**config.mk**
```make
export PLATFORM = sky130hd
export DESIGN_NAME = tg_bus_event_capture
export DESIGN_NICKNAME = d
export VERILOG_FILES = /design/src/rtl/tg_bus_event_capture.sv
export SDC_FILE = /design/constraint.sdc
export NUM_CORES = 1
export LEC_CHECK = 0
export ABC_AREA = 1
export BUFFER_PORTS_ARGS = -buffer_cell sky130_fd_sc_hd__buf_4
export CORE_ASPECT_RATIO = 0.9
export CORE_MARGIN = 5
export CORE_UTILIZATION = 58
export CTS_CLUSTER_SIZE = 28
export DETAILED_ROUTE_END_ITERATION = 8
export PLACE_DENSITY_LB_ADDON = 0.05
export SLEW_MARGIN = 20
export SYNTH_ARGS = -nofsm -noshare
export SYNTH_HDL_FRONTEND = slang
export SYNTH_SLANG_ARGS = --single-unit
```
**constraint.sdc**
```tcl
create_clock -name CLK -period 3.3 [get_ports CLK]
set_clock_uncertainty 0.15 [all_clocks]
set_input_delay 0.66 -clock CLK [delete_from_list [all_inputs] [get_ports CLK]]
set_output_delay 0.66 -clock CLK [all_outputs]
set_load 0.01 [all_outputs]
```
**src/rtl/tg_bus_event_capture.sv**
```systemverilog
// Cartridge bus event capture: synchronizes and de-glitches the bus strobes, turns completed
// write cycles (and optionally read cycles) into events, and queues them in a FWFT FIFO.
module tg_bus_event_capture #(
    parameter int unsigned FILT     = 3,
    parameter int unsigned DEPTH    = 4,
    parameter bit          CAP_RD   = 1'b0,
    parameter logic [20:0] WIN_MASK = 21'h100000,
    parameter logic [20:0] WIN_BASE = 21'h000000
) (
    input  logic        CLK,
    input  logic        RST,
    input  logic [20:0] tg_a,
    input  logic [7:0]  tg_d,
    input  logic        tg_oe_n,
    input  logic        tg_we_n,
    output logic        ev_valid,
    input  logic        ev_ready,
    output logic        ev_wr,
    output logic [20:0] ev_addr,
    output logic [7:0]  ev_data,
    output logic [4:0]  level,
    output logic        ovf,
    output logic [7:0]  drop_cnt,
    input  logic        ovf_clr
);

    localparam int unsigned PW        = (DEPTH > 1) ? $clog2(DEPTH) : 1;
    localparam logic [3:0]  FILT_LAST = 4'(FILT - 1);
    localparam logic [3:0]  FILT_CNT  = 4'(FILT);
    localparam logic [4:0]  DEPTH_L   = 5'(DEPTH);
    localparam logic [PW-1:0] PTR_ONE = PW'(1);

    typedef enum logic [1:0] {
        StDisarm,
        StIdle,
        StWrAct,
        StRdAct
    } state_e;

    // ------------------------------------------------------------------
    // Input synchronizers and pin register stage
    // ------------------------------------------------------------------
    logic        oe_s1_q, oe_s2_q, we_s1_q, we_s2_q;
    logic [20:0] a_q;
    logic [7:0]  d_q;

    always_ff @(posedge CLK) begin
        if (RST) begin
            oe_s1_q <= 1'b1;
            oe_s2_q <= 1'b1;
            we_s1_q <= 1'b1;
            we_s2_q <= 1'b1;
            a_q     <= '0;
            d_q     <= '0;
        end else begin
            oe_s1_q <= tg_oe_n;
            oe_s2_q <= oe_s1_q;
            we_s1_q <= tg_we_n;
            we_s2_q <= we_s1_q;
            a_q     <= tg_a;
            d_q     <= tg_d;
        end
    end

    // ------------------------------------------------------------------
    // Glitch filters: level follows only after FILT consecutive samples
    // ------------------------------------------------------------------
    logic       oe_f_q, we_f_q;
    logic [3:0] oe_cnt_q, we_cnt_q;

    always_ff @(posedge CLK) begin
        if (RST) begin
            oe_f_q   <= 1'b1;
            we_f_q   <= 1'b1;
            oe_cnt_q <= '0;
            we_cnt_q <= '0;
        end else begin
            if (oe_s2_q == oe_f_q) begin
                oe_cnt_q <= '0;
            end else if (oe_cnt_q == FILT_LAST) begin
                oe_f_q   <= oe_s2_q;
                oe_cnt_q <= '0;
            end else begin
                oe_cnt_q <= oe_cnt_q + 4'd1;
            end

            if (we_s2_q == we_f_q) begin
                we_cnt_q <= '0;
            end else if (we_cnt_q == FILT_LAST) begin
                we_f_q   <= we_s2_q;
                we_cnt_q <= '0;
            end else begin
                we_cnt_q <= we_cnt_q + 4'd1;
            end
        end
    end

    // ------------------------------------------------------------------
    // Arming: the filters start at "deasserted" out of reset, so DISARM waits
    // until FILT real (post-reset) synchronized samples show both strobes high.
    // ------------------------------------------------------------------
    state_e     state_q, state_d;
    logic [1:0] warm_q;
    logic [3:0] arm_cnt_q;
    logic       armed;

    assign armed = (arm_cnt_q == FILT_CNT);

    always_ff @(posedge CLK) begin
        if (RST) begin
            warm_q    <= '0;
            arm_cnt_q <= '0;
        end else begin
            warm_q <= {warm_q[0], 1'b1};
            if ((state_q != StDisarm) || !warm_q[1] || !(we_s2_q && oe_s2_q)) begin
                arm_cnt_q <= '0;
            end else if (!armed) begin
                arm_cnt_q <= arm_cnt_q + 4'd1;
            end
        end
    end

    // ------------------------------------------------------------------
    // Bus cycle FSM
    // ------------------------------------------------------------------
    logic        cap_en;
    logic        push_req;
    logic        push_wr;
    logic [20:0] push_addr;
    logic [7:0]  push_data;
    logic [20:0] cap_addr_q;
    logic [7:0]  cap_data_q;

    always_ff @(posedge CLK) begin
        if (RST) begin
            state_q    <= StDisarm;
            cap_addr_q <= '0;
            cap_data_q <= '0;
        end else begin
            state_q <= state_d;
            if (cap_en) begin
                cap_addr_q <= a_q;
                cap_data_q <= d_q;
            end
        end
    end

    always_comb begin
        state_d   = state_q;
        cap_en    = 1'b0;
        push_req  = 1'b0;
        push_wr   = 1'b0;
        push_addr = cap_addr_q;
        push_data = cap_data_q;
        case (state_q)
            StDisarm: begin
                if (armed && we_f_q && oe_f_q) begin
                    state_d = StIdle;
                end
            end
            StIdle: begin
                if (!we_f_q) begin
                    state_d = StWrAct;
                    cap_en  = 1'b1;
                end else if (!oe_f_q) begin
                    state_d   = StRdAct;
                    push_req  = CAP_RD;
                    push_addr = a_q;
                    push_data = '0;
                end
            end
            StWrAct: begin
                if (we_f_q) begin
                    state_d  = StIdle;
                    push_req = 1'b1;
                    push_wr  = 1'b1;
                end else begin
                    cap_en = 1'b1;
                end
            end
            StRdAct: begin
                // A write taking over a read cycle must not emit another read event
                if (!we_f_q) begin
                    state_d = StWrAct;
                    cap_en  = 1'b1;
                end else if (oe_f_q) begin
                    state_d = StIdle;
                end
            end
            default: state_d = StDisarm;
        endcase
    end

    // ------------------------------------------------------------------
    // Event FIFO (first-word-fall-through)
    // ------------------------------------------------------------------
    logic          mem_wr   [DEPTH];
    logic [20:0]   mem_addr [DEPTH];
    logic [7:0]    mem_data [DEPTH];
    logic [PW-1:0] wr_ptr_q, rd_ptr_q;
    logic [4:0]    count_q;
    logic [7:0]    drop_q;
    logic          ovf_q;
    logic          in_win, push, pop, full, push_ok, drop;

    assign in_win  = ((push_addr & WIN_MASK) == WIN_BASE);
    assign push    = push_req && in_win;
    assign full    = (count_q == DEPTH_L);
    assign pop     = ev_valid && ev_ready;
    assign push_ok = push && (!full || pop);
    assign drop    = push && full && !pop;

    always_ff @(posedge CLK) begin
        if (push_ok) begin
            mem_wr[wr_ptr_q]   <= push_wr;
            mem_addr[wr_ptr_q] <= push_addr;
            mem_data[wr_ptr_q] <= push_data;
        end
    end

    always_ff @(posedge CLK) begin
        if (RST) begin
            wr_ptr_q <= '0;
            rd_ptr_q <= '0;
            count_q  <= '0;
        end else begin
            if (push_ok) begin
                wr_ptr_q <= wr_ptr_q + PTR_ONE;
            end
            if (pop) begin
                rd_ptr_q <= rd_ptr_q + PTR_ONE;
            end
            case ({push_ok, pop})
                2'b10:   count_q <= count_q + 5'd1;
                2'b01:   count_q <= count_q - 5'd1;
                default: count_q <= count_q;
            endcase
        end
    end

    // Clear has priority over a coincident drop
    always_ff @(posedge CLK) begin
        if (RST || ovf_clr) begin
            ovf_q  <= 1'b0;
            drop_q <= '0;
        end else if (drop) begin
            ovf_q <= 1'b1;
            if (drop_q != 8'hFF) begin
                drop_q <= drop_q + 8'd1;
            end
        end
    end

    // Head fields read as zero while the FIFO is empty
    assign ev_valid = (count_q != 5'd0);
    assign ev_wr    = ev_valid & mem_wr[rd_ptr_q];
    assign ev_addr  = ev_valid ? mem_addr[rd_ptr_q] : 21'd0;
    assign ev_data  = ev_valid ? mem_data[rd_ptr_q] : 8'd0;
    assign level    = count_q;
    assign ovf      = ovf_q;
    assign drop_cnt = drop_q;

endmodule

```
==> results.toml <==
[floorplanning]
start_util = 0.595
num_rows = 42
coreArea_um2 = 14800
die_width_um = 140
dieArea_um2 = 17700
boundaryPins = 80
die-height_um = 127

[clocking]
cts_tree = "done"
postCtsHoldBufs = 0
clock-root-buffer = "clkbuf_16"
cts_setup_buffers = 0
clock_latency_ns = 0.49
cts.sink_count = 220
htreeDepth = 1
clk_pin_slew_worst_paths_ns = 0.06
cts_resized = 0
numCtsBuffers = 23
clockBufferDepth = 3

[pwr]
p_total_mw = 7.26
combPwrFrac = 0.271
swShare = 0.307
p_leak_nw = 4.21
irDropWorstVdd_mv = 0.441
p_clk_frac = 0.316
power_density_nw_per_um2 = 711
p_seq_frac = 0.413
p_sw_mw = 2.23
p_int_mw = 5.03

[routing]
vias = 6171
drtIter0Drc = 390
drt-total-wl_mm = 18.4
viasPerCell = 5.20
wl_per_cell_um = 15.5
antenna_left = 0
first_pass_iters = 5
route.detailed.drc = 0

[timing]
hold_violations = 0
final-max-slew-violation-count = 0
fin_crit_ns = 3.04
worst_slack_ns = 0.264
setup_tns_ns = 0
setup_viol = 0
slew_headroom = 0.500
rsz0062_at_grt = "no"
maxClockFrequency_mhz = 329
tightest_slew_ns = 0.750
finalCritPeriodShare = 0.920

[synth]
synth_ff_type = "edfxtp_1"
async_flop_share = 0
yosysUniqueCellTypes = 34
synth-edff-count = 120
synth_common_cells = "228 x nor2_1, 120 x edfxtp_1, 100 x dfxtp_1"
syn-num-nets = 948
synth_top_area_cell = "edfxtp_1"
ys_ff_latch = 220
synth_area_leaders = "edfxtp_1 41%, dfxtp_1 23%, nor2_1 9.7%"
synth_most_common_cell = "nor2_1"
synth_cells = 899
synth_top_cell_area_share = 0.410
synth_area_um2 = 8780
synth_warnings = 0
ys_seq_area_frac = 0.638
avgSynthCellArea_um2 = 9.77

[cells_and_area]
drive_above_1_share = 0.152
fin_util = 0.691
num_antenna_cells = 0
register_area_um2 = 5610
finalInstanceArea_um2 = 10200
multi_input_area_um2 = 2720
syn_to_final_growth_pct = 16.3
fill_cells = 1127
fin_nets = 1022

[global_route]
grt_first_pass_wirelength_mm = 29.3
antenna_found_initial = 0
grtUsageTotal = 0.203
grt_start_max_net_pins = 61
grt_pass1_vias = 5989
grt_overflow_total = 0

[critical_path]
cp_top_family = "buffers and inverters"
end_kind = "output port"
worstSetupPathType = "register to output port"
timing.rr.end = "level[4]"
setup.worst_path.start = "level[4]"
reg2reg_slack_ns = 1.05
worst_path_max_delay_cell = "inv_1"
required_ns = 2.49
crit_chain = "nor2_2 > nand3_4 > inv_1 > buf_4 > a21oi_1 > buf_4"
crit_path_max_fanout = 14
critical_path.most_common_cell = "buf_4"
critPathArrivalTime_ns = 2.23
r2r_cells = 12
slowest_delay_ns = 0.46
r2r-start = "we_f_q"
start_kind = "register"
cp.buffers_inverters = 3

[placement]
portBuffers = 79
placed_area_um2 = 9540
gp_congestion = 0.839
dp_slack_ns = 0.760
place_hpwl_mm = 11.1

[worst_hold_path]
min_from = "tg_oe_n"
holdPathStages = 2
hp-class = "primary input to register"
hold_path_end = "oe_s1_q"

[flow_run]
maxCapViolations = 0

[outcome]
status = "completed"
-- registers in the layout, summed over array words and instances, names as in the netlist, 2 cells and up, named ones only --
name and flops:
mem_addr 84, mem_data 32, a_q 21, cap_addr_q 21, cap_data_q 8, d_q 8
drop_cnt 8, level 5, arm_cnt_q 4, mem_wr 4, oe_cnt_q 4, we_cnt_q 4
rd_ptr_q 2, state_q 2, warm_q 2, wr_ptr_q 2
-- metrics by stage --
stage	hold WS [ns]	cells
after CTS	0.186	1186
after floorplan	0.238	899
after global routing	0.189	1186
final	0.199	1186
after detailed placement	0.244	1146
after global placement	0.241	1146
-- cell families after synthesis --
kind of cell	share of synthesized area
AO/OA/AOI/OAI	0.0938
XOR/XNOR	0.0140
adder cells (fa/ha/maj)	0.0208
buffers and inverters	0.0531
flip-flops	0.638
AND/OR/NAND/NOR	0.180
-- worst max path at each step --
stage | cells past startpoint | slack [ns] | to
after floorplan | 4 | 0.46 | mem_addr[0][0]
after global placement | 5 | 0.82 | ev_addr[10]
after detailed placement | 5 | 0.76 | ev_addr[5]
after CTS | 5 | 0.22 | ev_addr[5]
after global routing | 6 | 0.15 | ev_data[3]
final | 6 | 0.26 | ev_addr[15]
-- power by group through the flow --
stage | registers (mW) | clock network, mW | logic, mW
global route | 3.01 | 2.45 | 2.18
global placement | 3.05 | 0 | 1.94
floorplan | 3.05 | 0 | 1.19
finish | 3.00 | 2.30 | 1.97
CTS | 3.00 | 2.34 | 1.99
detailed placement | 3.06 | 0 | 1.98
-- metal layers --
layer  track usage  up-vias  share of wire
met5             0        -              0
met4        0.0496        0          0.020
met3        0.0331       34          0.049
met2         0.364      149           0.51
met1         0.258     2887           0.42
li1              -     3101              -
-- worst reg2reg max path, stage by stage, from the launching register on --
cell and delay (ns):
dfxtp_1 0.56, nand4_4 0.25, nand3_4 0.16, inv_1 0.09, ha_1 0.32, a21oi_1 0.15
nand2_1 0.10, inv_1 0.06, nand2_1 0.06, nand2_1 0.08, nor2_2 0.04, nor2_1 0.07
nor2_1 0.05
-- layout by cell type (no fill, tap or decap), drive strengths merged, types with 2 or more instances in the layout --
cell type and count:
xnor2 7, a21oi 62, xor2 7, nor3 7, nand3b 2, inv 75, nand2 94, nand4 5
edfxtp 120, or2 6, nor2 233, o21ai 101, nand3 22, clkbuf 38, clkinv 2, ha 13
dfxtp 100, buf 91
-- final cells by class --
class                           instances  share of cell area
Sequential cell                       220               0.549
Multi-Input combinational cell        562               0.267
Timing Repair Buffer                   91              0.0669
Clock buffer                           38              0.0648
Inverter                               75              0.0276
Tap cell                              198              0.0243
Clock inverter                          2            0.000735
(Power assumes the default switching activity.)
